File: config.mk
export PLATFORM = sky130hd
export DESIGN_NAME = reg_reader
export DESIGN_NICKNAME = d
export VERILOG_FILES = /design/src/rtl/reg_reader_pkg.sv /design/src/rtl/reg_reader_fifo.sv /design/src/rtl/reg_reader.sv
export SDC_FILE = /design/constraint.sdc
export NUM_CORES = 1
export LEC_CHECK = 0
export CORE_AREA = 2 2 98 100
export DETAILED_ROUTE_END_ITERATION = 12
export DIE_AREA = 0 0 100 102
export HOLD_SLACK_MARGIN = 0.15
export SETUP_SLACK_MARGIN = 0.3
export SLEW_MARGIN = 5
export SYNTH_ARGS = -nofsm -noshare
export SYNTH_HDL_FRONTEND = slang
export SYNTH_SLANG_ARGS = --single-unit
File: constraint.sdc
create_clock -name clock -period 6.9 [get_ports clock]
set_input_delay 1.38 -clock clock [delete_from_list [all_inputs] [get_ports clock]]
set_output_delay 1.38 -clock clock [all_outputs]
set_load 0.05 [all_outputs]
File: src/rtl/reg_reader_pkg.sv
// -----------------------------------------------------------------------------
// reg_reader_pkg
// Shared definitions for the reg_reader block: stamp width, default geometry,
// pointer-width helper and the FIFO entry layout.
// Optional feature macro: REG_READER_TIMESTAMP_EN (adds a 32-bit capture stamp
// to every entry).
// -----------------------------------------------------------------------------
package reg_reader_pkg;

   localparam int STAMP_W   = 32;
   localparam int DEF_WIDTH = 16;
   localparam int DEF_DEPTH = 4;

   // Pointer width for a power-of-two FIFO depth; pointers wrap modulo DEPTH.
   function automatic int ptr_w(input int depth);
      return (depth > 1) ? $clog2(depth) : 1;
   endfunction

   localparam int DEF_PTR_W = ptr_w(DEF_DEPTH);

   // Entry layout at the default width. reg_reader builds the same layout
   // locally so that a non-default WIDTH keeps the identical field order.
   typedef struct packed {
      logic [DEF_WIDTH-1:0] data;
`ifdef REG_READER_TIMESTAMP_EN
      logic [STAMP_W-1:0]   stamp;
`endif
   } reg_reader_entry_t;

endpackage

File: src/rtl/reg_reader_fifo.sv
// -----------------------------------------------------------------------------
// reg_reader_fifo
// Synchronous DEPTH-entry FIFO, generic in its entry type. Full and empty are
// derived from the occupancy count. Head entry is presented straight from
// storage, so pop_data is registered state with no input-to-output path.
// Ports:
//   clock, reg_reset      clock and asynchronous active-high reset
//   push, push_data       write request and entry
//   pop                   read request (ignored while empty)
//   pop_data              head entry
//   full, empty, count    occupancy status
// -----------------------------------------------------------------------------
module reg_reader_fifo
   import reg_reader_pkg::*;
#(
   parameter type entry_t = logic [15:0],
   parameter int  DEPTH   = 4,
   localparam int PTR_W   = ptr_w(DEPTH)
) (
   input  logic         clock,
   input  logic         reg_reset,
   input  logic         push,
   input  entry_t       push_data,
   input  logic         pop,
   output entry_t       pop_data,
   output logic         full,
   output logic         empty,
   output logic [PTR_W:0] count
);

   entry_t             mem [DEPTH];
   logic [PTR_W-1:0]   wr_ptr;
   logic [PTR_W-1:0]   rd_ptr;
   logic               pop_ok;
   logic               push_ok;

   assign full  = (count == (PTR_W+1)'(DEPTH));
   assign empty = (count == '0);

   // A pop frees the tail slot in the same cycle, so a full FIFO still
   // accepts a push when it is also being read.
   assign pop_ok  = pop && !empty;
   assign push_ok = push && (!full || pop_ok);

   always_ff @(posedge clock or posedge reg_reset) begin
      if (reg_reset) begin
         wr_ptr <= '0;
         rd_ptr <= '0;
         count  <= '0;
         // NOTE: storage is reset too because the head entry drives the output
         // directly and must read as zero out of reset.
         mem    <= '{default: '0};
      end else begin
         // NOTE: non-blocking assignments keep every register sampling the
         // pre-edge values, so pointer, count and storage update consistently.
         if (push_ok) begin
            mem[wr_ptr] <= push_data;
            wr_ptr      <= wr_ptr + 1'b1;
         end
         if (pop_ok) begin
            rd_ptr <= rd_ptr + 1'b1;
         end
         if (push_ok && !pop_ok) begin
            count <= count + 1'b1;
         end else if (pop_ok && !push_ok) begin
            count <= count - 1'b1;
         end
      end
   end

   assign pop_data = mem[rd_ptr];

endmodule

File: src/rtl/reg_reader.sv
// -----------------------------------------------------------------------------
// reg_reader
// Watches a register's reg_out bus and captures each value change, or an
// explicit snapshot request, into a small FIFO read over valid/ready.
// Optional feature macro: REG_READER_TIMESTAMP_EN (free-running cycle counter,
// per-entry stamp and the rd_stamp output).
// Ports:
//   clock, reg_reset   clock and asynchronous active-high reset
//   reg_out            observed register value
//   snap_req           capture reg_out even when unchanged
//   rd_data, rd_valid  head entry and FIFO non-empty
//   rd_ready           consumer accepts the head entry
//   count              FIFO occupancy
//   ovf, ovf_clr       sticky dropped-capture flag and its clear
//   rd_stamp           capture cycle of the head entry (macro builds only)
// -----------------------------------------------------------------------------
module reg_reader
   import reg_reader_pkg::*;
#(
   parameter int  WIDTH = 16,
   parameter int  DEPTH = 4,
   localparam int PTR_W = ptr_w(DEPTH)
) (
   input  logic             clock,
   input  logic             reg_reset,
   input  logic [WIDTH-1:0] reg_out,
   input  logic             snap_req,
   output logic [WIDTH-1:0] rd_data,
   output logic             rd_valid,
   input  logic             rd_ready,
   output logic [PTR_W:0]   count,
   output logic             ovf,
   input  logic             ovf_clr
`ifdef REG_READER_TIMESTAMP_EN
   ,
   output logic [STAMP_W-1:0] rd_stamp
`endif
);

   // Same field order as reg_reader_entry_t, sized by WIDTH.
   typedef struct packed {
      logic [WIDTH-1:0]   data;
`ifdef REG_READER_TIMESTAMP_EN
      logic [STAMP_W-1:0] stamp;
`endif
   } entry_t;

   logic [WIDTH-1:0] last_q;
   logic             capture;
   logic             pop;
   logic             drop;
   logic             full;
   logic             empty;
   entry_t           push_entry;
   entry_t           head_entry;

   // last_q resets to 0, so a non-zero value on the first edge is a change.
   always_ff @(posedge clock or posedge reg_reset) begin
      if (reg_reset) begin
         last_q <= '0;
      end else begin
         last_q <= reg_out;
      end
   end

   // A change and a snapshot in the same cycle still make a single entry.
   assign capture = (reg_out != last_q) || snap_req;
   assign pop     = rd_valid && rd_ready;
   assign drop    = capture && full && !pop;

`ifdef REG_READER_TIMESTAMP_EN
   logic [STAMP_W-1:0] cycle_q;

   always_ff @(posedge clock or posedge reg_reset) begin
      if (reg_reset) begin
         cycle_q <= '0;
      end else begin
         cycle_q <= cycle_q + 1'b1;
      end
   end

   assign push_entry = '{data: reg_out, stamp: cycle_q};
   assign rd_stamp   = head_entry.stamp;
`else
   assign push_entry = '{data: reg_out};
`endif

   reg_reader_fifo #(
      .entry_t (entry_t),
      .DEPTH   (DEPTH)
   ) u_fifo (
      .clock     (clock),
      .reg_reset (reg_reset),
      .push      (capture),
      .push_data (push_entry),
      .pop       (pop),
      .pop_data  (head_entry),
      .full      (full),
      .empty     (empty),
      .count     (count)
   );

   assign rd_data  = head_entry.data;
   assign rd_valid = !empty;

   // Set has priority over clear so a drop in the clearing cycle is not lost.
   always_ff @(posedge clock or posedge reg_reset) begin
      if (reg_reset) begin
         ovf <= 1'b0;
      end else if (drop) begin
         ovf <= 1'b1;
      end else if (ovf_clr) begin
         ovf <= 1'b0;
      end
   end

endmodule

Word-level counts from Yosys, hierarchy flattened
Cells that the tools add are included.
{"block": "classes", "n_reduce_logical": 18, "add_sub_neg": 4, "muxes": 10, "n_eq_ne": 2, "bitwise_logic": 2, "magnitude_cmp": 3}
{"op": "bitwise mux 64 bit", "n": 1}
{"op": "two-way mux 16 bit", "n": 3}
{"op": "binary-select mux 16 bit (select 2 bit)", "n": 1}
{"op": "demux 16 bit (select 2 bit)", "n": 1}
{"op": "!= test 16 bit", "n": 1}
{"op": "logical AND 1 bit", "n": 8}
{"op": "greater-or-equal comparator 3 bit (second input constant)", "n": 2}
{"op": "two-way mux 3 bit", "n": 2}
{"op": "NOT 2 -> 3 bit", "n": 2}
{"op": "zero test 1 bit", "n": 5}
{"op": "adder 2 x 1 -> 2 bit (second input constant)", "n": 2}
{"op": "nonzero test 2 bit", "n": 2}
{"op": "adder 3 x 1 -> 3 bit (second input constant)", "n": 1}
{"op": "equality test 3 bit (second input constant)", "n": 1}
{"op": "zero test 3 bit", "n": 1}
{"op": "< comparator 3 x 1 -> 1 bit (second input constant)", "n": 1}
{"op": "subtractor 3 x 1 -> 3 bit (second input constant)", "n": 1}
{"op": "logical OR 1 bit", "n": 2}
{"op": "two-way mux 1 bit", "n": 2}
{"block": "word_totals", "input_bits": 21, "regBits": 88}

Longest topological paths before layout
Gate-level depths: netlist of run 1.
{"block": "depth", "depth_word": 10, "depth_mapped": 11}

Modules after synthesis
Synthesis of run 1 repeated with hierarchy kept, for this count alone.
{"block": "unflattened", "hier_cells": 240, "area_unflattened_um2": 3865.0}
{"module": "reg_reader_fifo", "instances": 1, "area_each_um2": 3199.3, "seq_area_each_um2": 1776.7, "cells_each": 192}
{"module": "reg_reader", "instances": 1, "area_each_um2": 665.6, "seq_area_each_um2": 425.4, "cells_each": 48}

Worst setup path before layout of run 1
OpenSTA, ideal clock, no wires.
{"block": "synth_path", "path_type": "in2reg", "startpoint": "input port reg_out[0]", "endpoint": "register u_fifo.count[1]", "required_time_ns": 6.775, "t_arrival_ns": 3.261, "path_stages": 9, "path_slack_ns": 3.514, "setup_time_ns": 0.125, "path_cell_list": "xnor2_1 -> nand4_1 -> nor3_4 -> a21bo_2 -> inv_1 -> ha_1 -> inv_1 -> fa_1 -> mux2_2"}
{"block": "synth_via", "elab_chain_len": 6, "word_cells_on_any_way": 8, "classes_between": "1 x eq/ne; 1 x mux; 6 x reduce/logical"}
{"item": "start: declaration", "line": "reg_reader.sv:26", "text": "input logic [WIDTH-1:0] reg_out,"}
{"item": "!= test 16 bit *", "line": "reg_reader.sv:67", "text": "assign capture = (reg_out != last_q) || snap_req;"}
{"item": "logical OR 1 bit *", "line": "reg_reader.sv:67"}
{"item": "logical AND 1 bit *", "line": "reg_reader_fifo.sv:43", "text": "assign push_ok = push && (!full || pop_ok);"}
{"item": "via u_fifo.push_ok", "line": "reg_reader_fifo.sv:35", "text": "logic push_ok;"}
{"item": "zero test 1 bit", "line": "reg_reader_fifo.sv:65", "text": "end else if (pop_ok && !push_ok) begin"}
{"item": "logical AND 1 bit", "line": "reg_reader_fifo.sv:65"}
{"item": "nonzero test 2 bit (no source line)"}
{"item": "end signal: assignment", "line": "reg_reader_fifo.sv:64", "text": "count <= count + 1'b1;"}
{"item": "end signal: assignment", "line": "reg_reader_fifo.sv:66", "text": "count <= count - 1'b1;"}
{"item": "end: declaration", "line": "reg_reader_fifo.sv:28", "text": "output logic [PTR_W:0] count"}
The timed path passes the listed nets; every way through them passes the cells marked *.
A chain may end at the register's enable or synchronous reset.

Worst setup path after layout of run 1
{"block": "layout_path", "startpoint": "register u_fifo.rd_ptr[0]", "endpoint": "output port rd_data[12]"}
{"block": "layout_via", "elab_chain_len": 4}
{"item": "start: declaration", "line": "reg_reader_fifo.sv:33", "text": "logic [PTR_W-1:0] rd_ptr;"}
{"item": "start signal: assignment", "line": "reg_reader_fifo.sv:61", "text": "rd_ptr <= rd_ptr + 1'b1;"}
{"item": "NOT 2 -> 3 bit (not written as such)", "line": "reg_reader_fifo.sv:71", "text": "assign pop_data = mem[rd_ptr];"}
{"item": "binary-select mux 16 bit (select 2 bit)", "line": "reg_reader_fifo.sv:71"}
{"item": "two-way mux 16 bit (not written as such) (2 in a row)", "line": "reg_reader_fifo.sv:71"}
{"item": "end: declaration", "line": "reg_reader.sv:28", "text": "output logic [WIDTH-1:0] rd_data,"}
Every way passes these cells. The select of a mux whose other input is x is not followed.

==> results.toml, run 1 <==
[floorplanning]
core-area_um2 = 9110
die_h_um = 102
num_rows = 35
dieWidth_um = 100
initial_utilization_pct = 44.0
io-pin-count = 42
dieArea_um2 = 10200

[logic_synthesis]
syn_avg_cell_area_um2 = 17.1
synth_nets = 262
synth_warnings = 0
synthCells = 235
ys_ff_latch = 88
synth_area_um2 = 4010
synth_cell_types = 24
ys_seq_area_share_pct = 54.9

[finish]
layout_commonest_cell = "dfrtp_1"
areaGrowthSynthToFinish_pct = 17.4
drive_above_1_share_pct = 37.6
antenna_cells = 0
nets = 307
layout_common_cells = "dfrtp_1, clkdlybuf4s50_1, mux2_4, mux2_2, xnor2_1"

[setup_path]
cpLargestDelayFamily = "buffers and inverters"
cp_max_fo = 10
end_kind = "output port"
required_ns = 5.52
cp-start-kind = "flop"
crit_buf_inv = 2
max_stage_delay_ns = 0.74
cp-startpoint = "u_fifo.rd_ptr[0]$_DFFE_PP0P_"
cp.arrival_ns = 2.71
critPathKind = "flop to output port"
r2r_start = "last_q[7]$_DFF_PP0_"
slowest_stage = "dfrtp_1"
cp_cell_sequence = "buf_4 > mux4_2 > clkdlybuf4s50_1"

[sta]
drv_slew = 0
hold_viol_final = 0
tightestPinTransition_ns = 0.928
setup_violations = 0
maxSlewHeadroom_pct = 38.1
rsz0062_at_grt = "no"
period_needed_ns = 4.09
final.setup_skew_ns = 0.00777
final.setup.tns_ns = 0
fmax_mhz = 244
fin_crit_sh_pct = 59.3

[routing]
wl_met3_um = 203
vias = 2036
routedWlPerCell_um = 18.8
routed.top_layer = "met4"
via_per_inst = 5.18
ant_nets = 0
drtIter0Drc = 55
drc = 0
wl_um = 7390
met2_length_um = 3330
met1_length_um = 3770
dr.pass1.iters = 4

[placement]
dp_hpwl_um = 4610
port_buffers = 41
routabilityCongestion = 0.706

[run_status]
status = "completed"

[clock_tree]
cts_setup_buffers = 0
ctsHtreeMaxLevel = 3
root_buffer = "clkbuf_8"
clock_path_buffers = 2
cts_resized = 0
path_clk_slew_ns = 0.08
ctsHoldBuffers = 0
worstSkewPairLatency_ns = 0.34
cts_buffers = 9
cts_tree = "done"
cts.sinks = 88

[grt]
grtUsageTotal_pct = 16.1
antenna_found_initial = 0
grt_pass1_wl_um = 12300
overflow = 0
grt_pass1_vias = 2175
grt_start_max_net_pins = 60

[hold_path]
hold_start = "u_fifo.count[2]$_DFFE_PP0P_"
hp-class = "flop to flop"

[job]
drv_cap = 0
-- cells by family (layout without fill, tap and decap cells) --
| logic type | Yosys count | count (layout) | share of synthesized area [%] |
|---|---|---|---|
| fa+ha+maj | 6 | 6 | 2.06 |
| mux | 82 | 82 | 31.3 |
| buf+inv | 15 | 62 | 2.22 |
| flops | 88 | 88 | 54.9 |
| xor+xnor | 22 | 22 | 4.81 |
| simple gates | 16 | 16 | 2.68 |
| compound gates | 6 | 6 | 2.03 |
-- area by class of cell --
cell class                 count  area (um^2)
fill                         784         4400
timing repair buffer          43          425
inverter                       6         23.8
clock buffer                   9          124
multi-input combinational    132         1720
tap                          111          139
clock inverter                 4         72.6
sequential                    88         2200
-- synth_stat cells, drive strengths merged --
library cell / number / area [um^2]
a21bo: 1 / 10.0
a21oi: 4 / 65.1
and2: 1 / 7.51
buf: 7 / 58.8
clkbuf: 2 / 7.51
dfrtp: 88 / 2200
fa: 1 / 20.0
ha: 5 / 62.6
inv: 6 / 22.5
mux2: 66 / 893
mux4: 16 / 360
nand2: 5 / 18.8
nand3: 2 / 10.0
nand4: 3 / 18.8
nor2: 1 / 3.75
nor3: 2 / 32.5
o22ai: 1 / 6.26
or3: 1 / 6.26
or4b: 1 / 10.0
xnor2: 19 / 166
xor2: 3 / 26.3
-- sequential cells by signal, indices dropped and copies added, names as in the netlist --
name	cells
u_fifo.mem	64
last_q	16
u_fifo.rd_ptr	2
ovf	1
u_fifo.wr_ptr	2
u_fifo.count	3
-- path summary, 6_finish.rpt --
kind / to / slack, ns / depth (start not counted)
min reg2reg: u_fifo.count[2]$_DFFE_PP0P_ / 0.50 / 1
max: rd_data[12] / 2.81 / 3
max reg2reg: u_fifo.count[1]$_DFFE_PP0P_ / 4.36 / 9
min in group asynchronous: u_fifo.mem[11]$_DFFE_PP0P_ / 1.38 / 2
max in group asynchronous: ovf$_DFFE_PP0P_ / 4.38 / 3
min: u_fifo.count[2]$_DFFE_PP0P_ / 0.50 / 1
-- per-stage QoR --
step | cell area [um^2] | hold WS, ns | std cells | util [%] | worst slack, ns
floorplan | 4010 | 0.475 | 235 | - | 3.24
global placement | 4510 | 0.485 | 380 | 49.5 | 2.72
detailed placement | 4510 | 0.489 | 380 | 49.5 | 2.73
CTS | 4700 | 0.509 | 393 | 51.6 | 2.70
global route | 4700 | 0.523 | 393 | 51.6 | 2.61
finish | 4700 | 0.502 | 393 | 51.6 | 2.81
-- metal layers --
metal	vias up	global-route usage [%]
met3	8	3.76
met5	-	0
met1	1069	23.6
met2	30	23.9
met4	0	5.06
li1	929	-
Power of run 1 is not shown: default switching activity piles up to over one toggle a cycle in this logic, so the estimate is an artifact.
==> run 2, diff against run 1 <==
- clock period: 6.9 -> 4.18 ns (I/O delays scaled with it)
==> results.toml, run 2 (synthesis gave the netlist of run 1 again) <==
[setup_path]
critPathKind = "flop to output port"
r2r_start = "u_fifo.count[0]$_DFFE_PP0P_"
end_kind = "output port"
cp_max_fo = 10
cp_cell_sequence = "buf_12 > mux4_2 > clkdlybuf4s50_1"
max_stage_delay_ns = 0.73
cp-startpoint = "u_fifo.rd_ptr[0]$_DFFE_PP0P_"
required_ns = 3.34
cp-start-kind = "flop"
slowest_stage = "dfrtp_1"
cp.arrival_ns = 2.56

[grt]
grtUsageTotal_pct = 15.8
grt_pass1_wl_um = 12200
grt_start_max_net_pins = 47
overflow = 0
antenna_found_initial = 0
grt_pass1_vias = 2264

[run_status]
status = "completed"

[floorplanning]
dieArea_um2 = 10200
initial_utilization_pct = 44.0
dieWidth_um = 100
num_rows = 35
core-area_um2 = 9110
io-pin-count = 42
die_h_um = 102

[routing]
dr.pass1.iters = 4
via_per_inst = 5.12
drc = 0
drtIter0Drc = 22
wl_um = 7130
vias = 2036
routedWlPerCell_um = 17.9
ant_nets = 0

[clock_tree]
cts_buffers = 9
path_clk_slew_ns = 0.08
ctsHoldBuffers = 0
root_buffer = "clkbuf_8"
clock_path_buffers = 2
worstSkewPairLatency_ns = 0.35
ctsHtreeMaxLevel = 3
cts_setup_buffers = 0
cts_resized = 0
cts.sinks = 88
cts_tree = "done"

[sta]
maxSlewHeadroom_pct = 35.8
rsz0062_at_grt = "no"
tightestPinTransition_ns = 0.963
fmax_mhz = 294
setup_violations = 0
period_needed_ns = 3.40
hold_ws_ns = 0.500
drv_slew = 0
final.setup.tns_ns = 0
final.setup_skew_ns = 0.00858
hold_viol_final = 0
fin_crit_sh_pct = 81.3

[finish]
antenna_cells = 0
layout_commonest_cell = "dfrtp_1"
fin_area_um2 = 4770
nFillCells = 780
multi_input_area_um2 = 1720
largest_registers = "u_fifo.mem: 64 flops, last_q: 16 flops, u_fifo.count: 3 flops"
nets = 309
layout_common_cells = "dfrtp_1, clkdlybuf4s50_1, mux2_4, mux2_2, xnor2_1"
areaGrowthSynthToFinish_pct = 18.9
largest_register_ff_count = 64
drive_above_1_share_pct = 38.3
top_register = "u_fifo.mem"
regArea_um2 = 2200

[job]
drv_cap = 0

[placement]
port_buffers = 41
dp_hpwl_um = 4590
placed_cell_area_um2 = 4550
routabilityCongestion = 0.685

[hold_path]
hold_start = "u_fifo.count[2]$_DFFE_PP0P_"
hp-class = "flop to flop"
run 2: per-layer routing:
metal	routed length, um	part of all wire [%]	track usage (%)	vias up
li1	-	-	-	934
met1	3490	49	22.0	1062
met2	3320	47	24.7	29
met3	237	3.3	4.45	11
met4	88	1.2	4.43	0
met5	0	0	0	-
run 2: worst max-delay path, delay by kind of cell, from the launching register on:
| kind | cells | cell delay (ns) |
|---|---|---|
| flops | 1 | 0.73 |
| mux | 1 | 0.52 |
| buf+inv | 2 | 0.95 |
run 2: worst paths after layout:
path                                               end  slack [ns]  cells past startpoint
setup / recovery                           rd_data[14]        0.78                      3
hold / removal             u_fifo.count[2]$_DFFE_PP0P_        0.50                      1
setup reg to reg           u_fifo.count[1]$_DFFE_PP0P_        1.70                      7
hold reg to reg            u_fifo.count[2]$_DFFE_PP0P_        0.50                      1
max in group asynchronous          last_q[3]$_DFF_PP0_        2.57                      3
min in group asynchronous   u_fifo.mem[13]$_DFFE_PP0P_        0.91                      2
run 2: layout make-up:
class,instances,share of cell area [%]
sequential,88,46.2
multi-input combinational,132,36.0
timing repair buffer,45,9.77
clock buffer,14,3.83
tap,111,2.91
clock inverter,2,0.735
inverter,6,0.499
run 2: through the flow:
stage	utilization [%]	setup slack, ns	instances
after floorplan	-	1.07	235
after global placement	49.9	0.704	382
after detailed placement	49.9	0.681	382
after CTS	52.3	0.692	398
after global routing	52.3	0.634	398
final	52.3	0.781	398
Power of run 2 is left out for the same reason.
==> run 3, diff against run 2 <==
- clock period: 4.18 -> 3.5 ns (I/O delays scaled with it)
==> results.toml, run 3 (synthesis gave the netlist of run 1 again) <==
[placement]
dp_hpwl_um = 4830
routabilityCongestion = 0.689
port_buffers = 41
placed_cell_area_um2 = 4660
dp.cells = 395
pre_cts_ws_ns = 0.294

[setup_path]
end_kind = "output port"
critPathKind = "flop to output port"
r2r_start = "u_fifo.count[0]$_DFFE_PP0P_"
reg2reg_depth = 7
cp_max_fo = 7
required_ns = 2.80
cp-startpoint = "u_fifo.rd_ptr[0]$_DFFE_PP0P_"
cp-start-kind = "flop"
crit_path_end = "rd_data[12]"
cp.arrival_ns = 2.34
r2r-end = "u_fifo.count[1]$_DFFE_PP0P_"
r2r_slack_ns = 1.02

[clock_tree]
path_clk_slew_ns = 0.08
cts_tree = "done"
cts_resized = 2
worstSkewPairLatency_ns = 0.35
root_buffer = "clkbuf_8"
ctsHoldBuffers = 0
clock_path_buffers = 2
cts_buffers = 9
cts_setup_buffers = 0
ctsHtreeMaxLevel = 3
cts.sinks = 88

[finish]
top_register = "u_fifo.mem"
layoutNonFillerInstCount = 411
regArea_um2 = 2200
fin_area_um2 = 4870
antenna_cells = 0
nets = 322
fin_util_pct = 53.4
nFillCells = 782
multi_input_area_um2 = 1720
largest_registers = "u_fifo.mem: 64 flops, last_q: 16 flops, u_fifo.count: 3 flops"
layout_common_cells = "dfrtp_1, mux2_4, clkdlybuf4s50_1, mux2_2, xnor2_1"
areaGrowthSynthToFinish_pct = 21.4
drive_above_1_share_pct = 41.3
largest_register_ff_count = 64
layout_commonest_cell = "dfrtp_1"

[routing]
drtIter0Drc = 57
vias = 2052
drc = 0
via_per_inst = 4.99
routedWlPerCell_um = 17.7
wl_um = 7260
dr.pass1.iters = 4
ant_nets = 0

[floorplanning]
io-pin-count = 42
dieWidth_um = 100
initial_utilization_pct = 44.0
dieArea_um2 = 10200
num_rows = 35
core-area_um2 = 9110
die_h_um = 102

[sta]
period_needed_ns = 3.04
tightestPinTransition_ns = 0.503
rsz0062_at_grt = "no"
layout_setup_ws_ns = 0.458
maxSlewHeadroom_pct = 66.4
fmax_mhz = 329
hold_ws_ns = 0.508
final.setup.tns_ns = 0
fin_crit_sh_pct = 86.9
final.setup_skew_ns = 0.0137
setup_violations = 0
hold_viol_final = 0
drv_slew = 0

[power_and_ir_drop]
p_total_mw = 5.51
leakage_nw = 2.08
power_density_nw_per_um2 = 1130
ir_drop_mv = 0.559

[run_status]
status = "completed"

[grt]
antenna_found_initial = 0
grt_pass1_wl_um = 11800
grt_start_max_net_pins = 89
grtUsageTotal_pct = 15.5
overflow = 0
grt_pass1_vias = 2169

[job]
drv_cap = 0

[hold_path]
hp-class = "flop to flop"
-- run 3: cell count changes in the layout (fill, tap and decap cells not counted) --
cell,before,now
clkinv_4,0,2
clkdlybuf4s50_1,41,40
dfrtp_2,0,1
dlygate4sd2_1,0,1
buf_12,2,3
dfrtp_1,88,87
clkbuf_8,13,11
buf_4,2,14
-- run 3: final cells by class --
class | instances | area share [%]
flip-flops and latches | 88 | 45.3
clock buffers | 12 | 3.19
well taps | 111 | 2.85
repair buffers | 58 | 11.8
clock inverters | 4 | 1.08
multi-input cells | 132 | 35.3
inverters | 6 | 0.489
-- run 3: how the worst min path moves through the flow --
stage,start,to,slack [ns],depth (start not counted)
5_1_grt,u_fifo.mem[30]$_DFFE_PP0P_,u_fifo.mem[30]$_DFFE_PP0P_,0.53,1
3_3_place_gp,u_fifo.mem[14]$_DFFE_PP0P_,u_fifo.mem[14]$_DFFE_PP0P_,0.48,1
3_5_place_dp,u_fifo.mem[20]$_DFFE_PP0P_,u_fifo.mem[20]$_DFFE_PP0P_,0.49,1
6_report,u_fifo.mem[31]$_DFFE_PP0P_,u_fifo.mem[31]$_DFFE_PP0P_,0.51,1
2_1_floorplan,u_fifo.mem[26]$_DFFE_PP0P_,u_fifo.mem[26]$_DFFE_PP0P_,0.48,1
4_1_cts,u_fifo.mem[16]$_DFFE_PP0P_,u_fifo.mem[16]$_DFFE_PP0P_,0.51,1
-- run 3: critical path, cell delays in order, from the launching register on --
cell	delay [ns]
dfrtp_2	0.50
buf_4	0.25
mux4_2	0.53
clkdlybuf4s50_1	0.71
-- run 3: power by group --
group	leakage [nW]	total [mW]	switching (mW)	internal [mW]
Sequential	1.03	1.73	0.267	1.47
Combinational	0.941	3.05	1.52	1.53
Clock	0.107	0.726	0.355	0.371
Total	2.08	5.51	2.14	3.37
-- run 3: layer usage --
| metal | share of wire [%] | vias to the layer above | global-route usage, % |
|---|---|---|---|
| li1 | - | 960 | - |
| met1 | 51 | 1050 | 22.3 |
| met2 | 44 | 29 | 22.8 |
| met3 | 2.8 | 13 | 2.94 |
| met4 | 1.9 | 0 | 7.27 |
| met5 | 0 | - | 0 |
(Power assumes the default switching activity.)
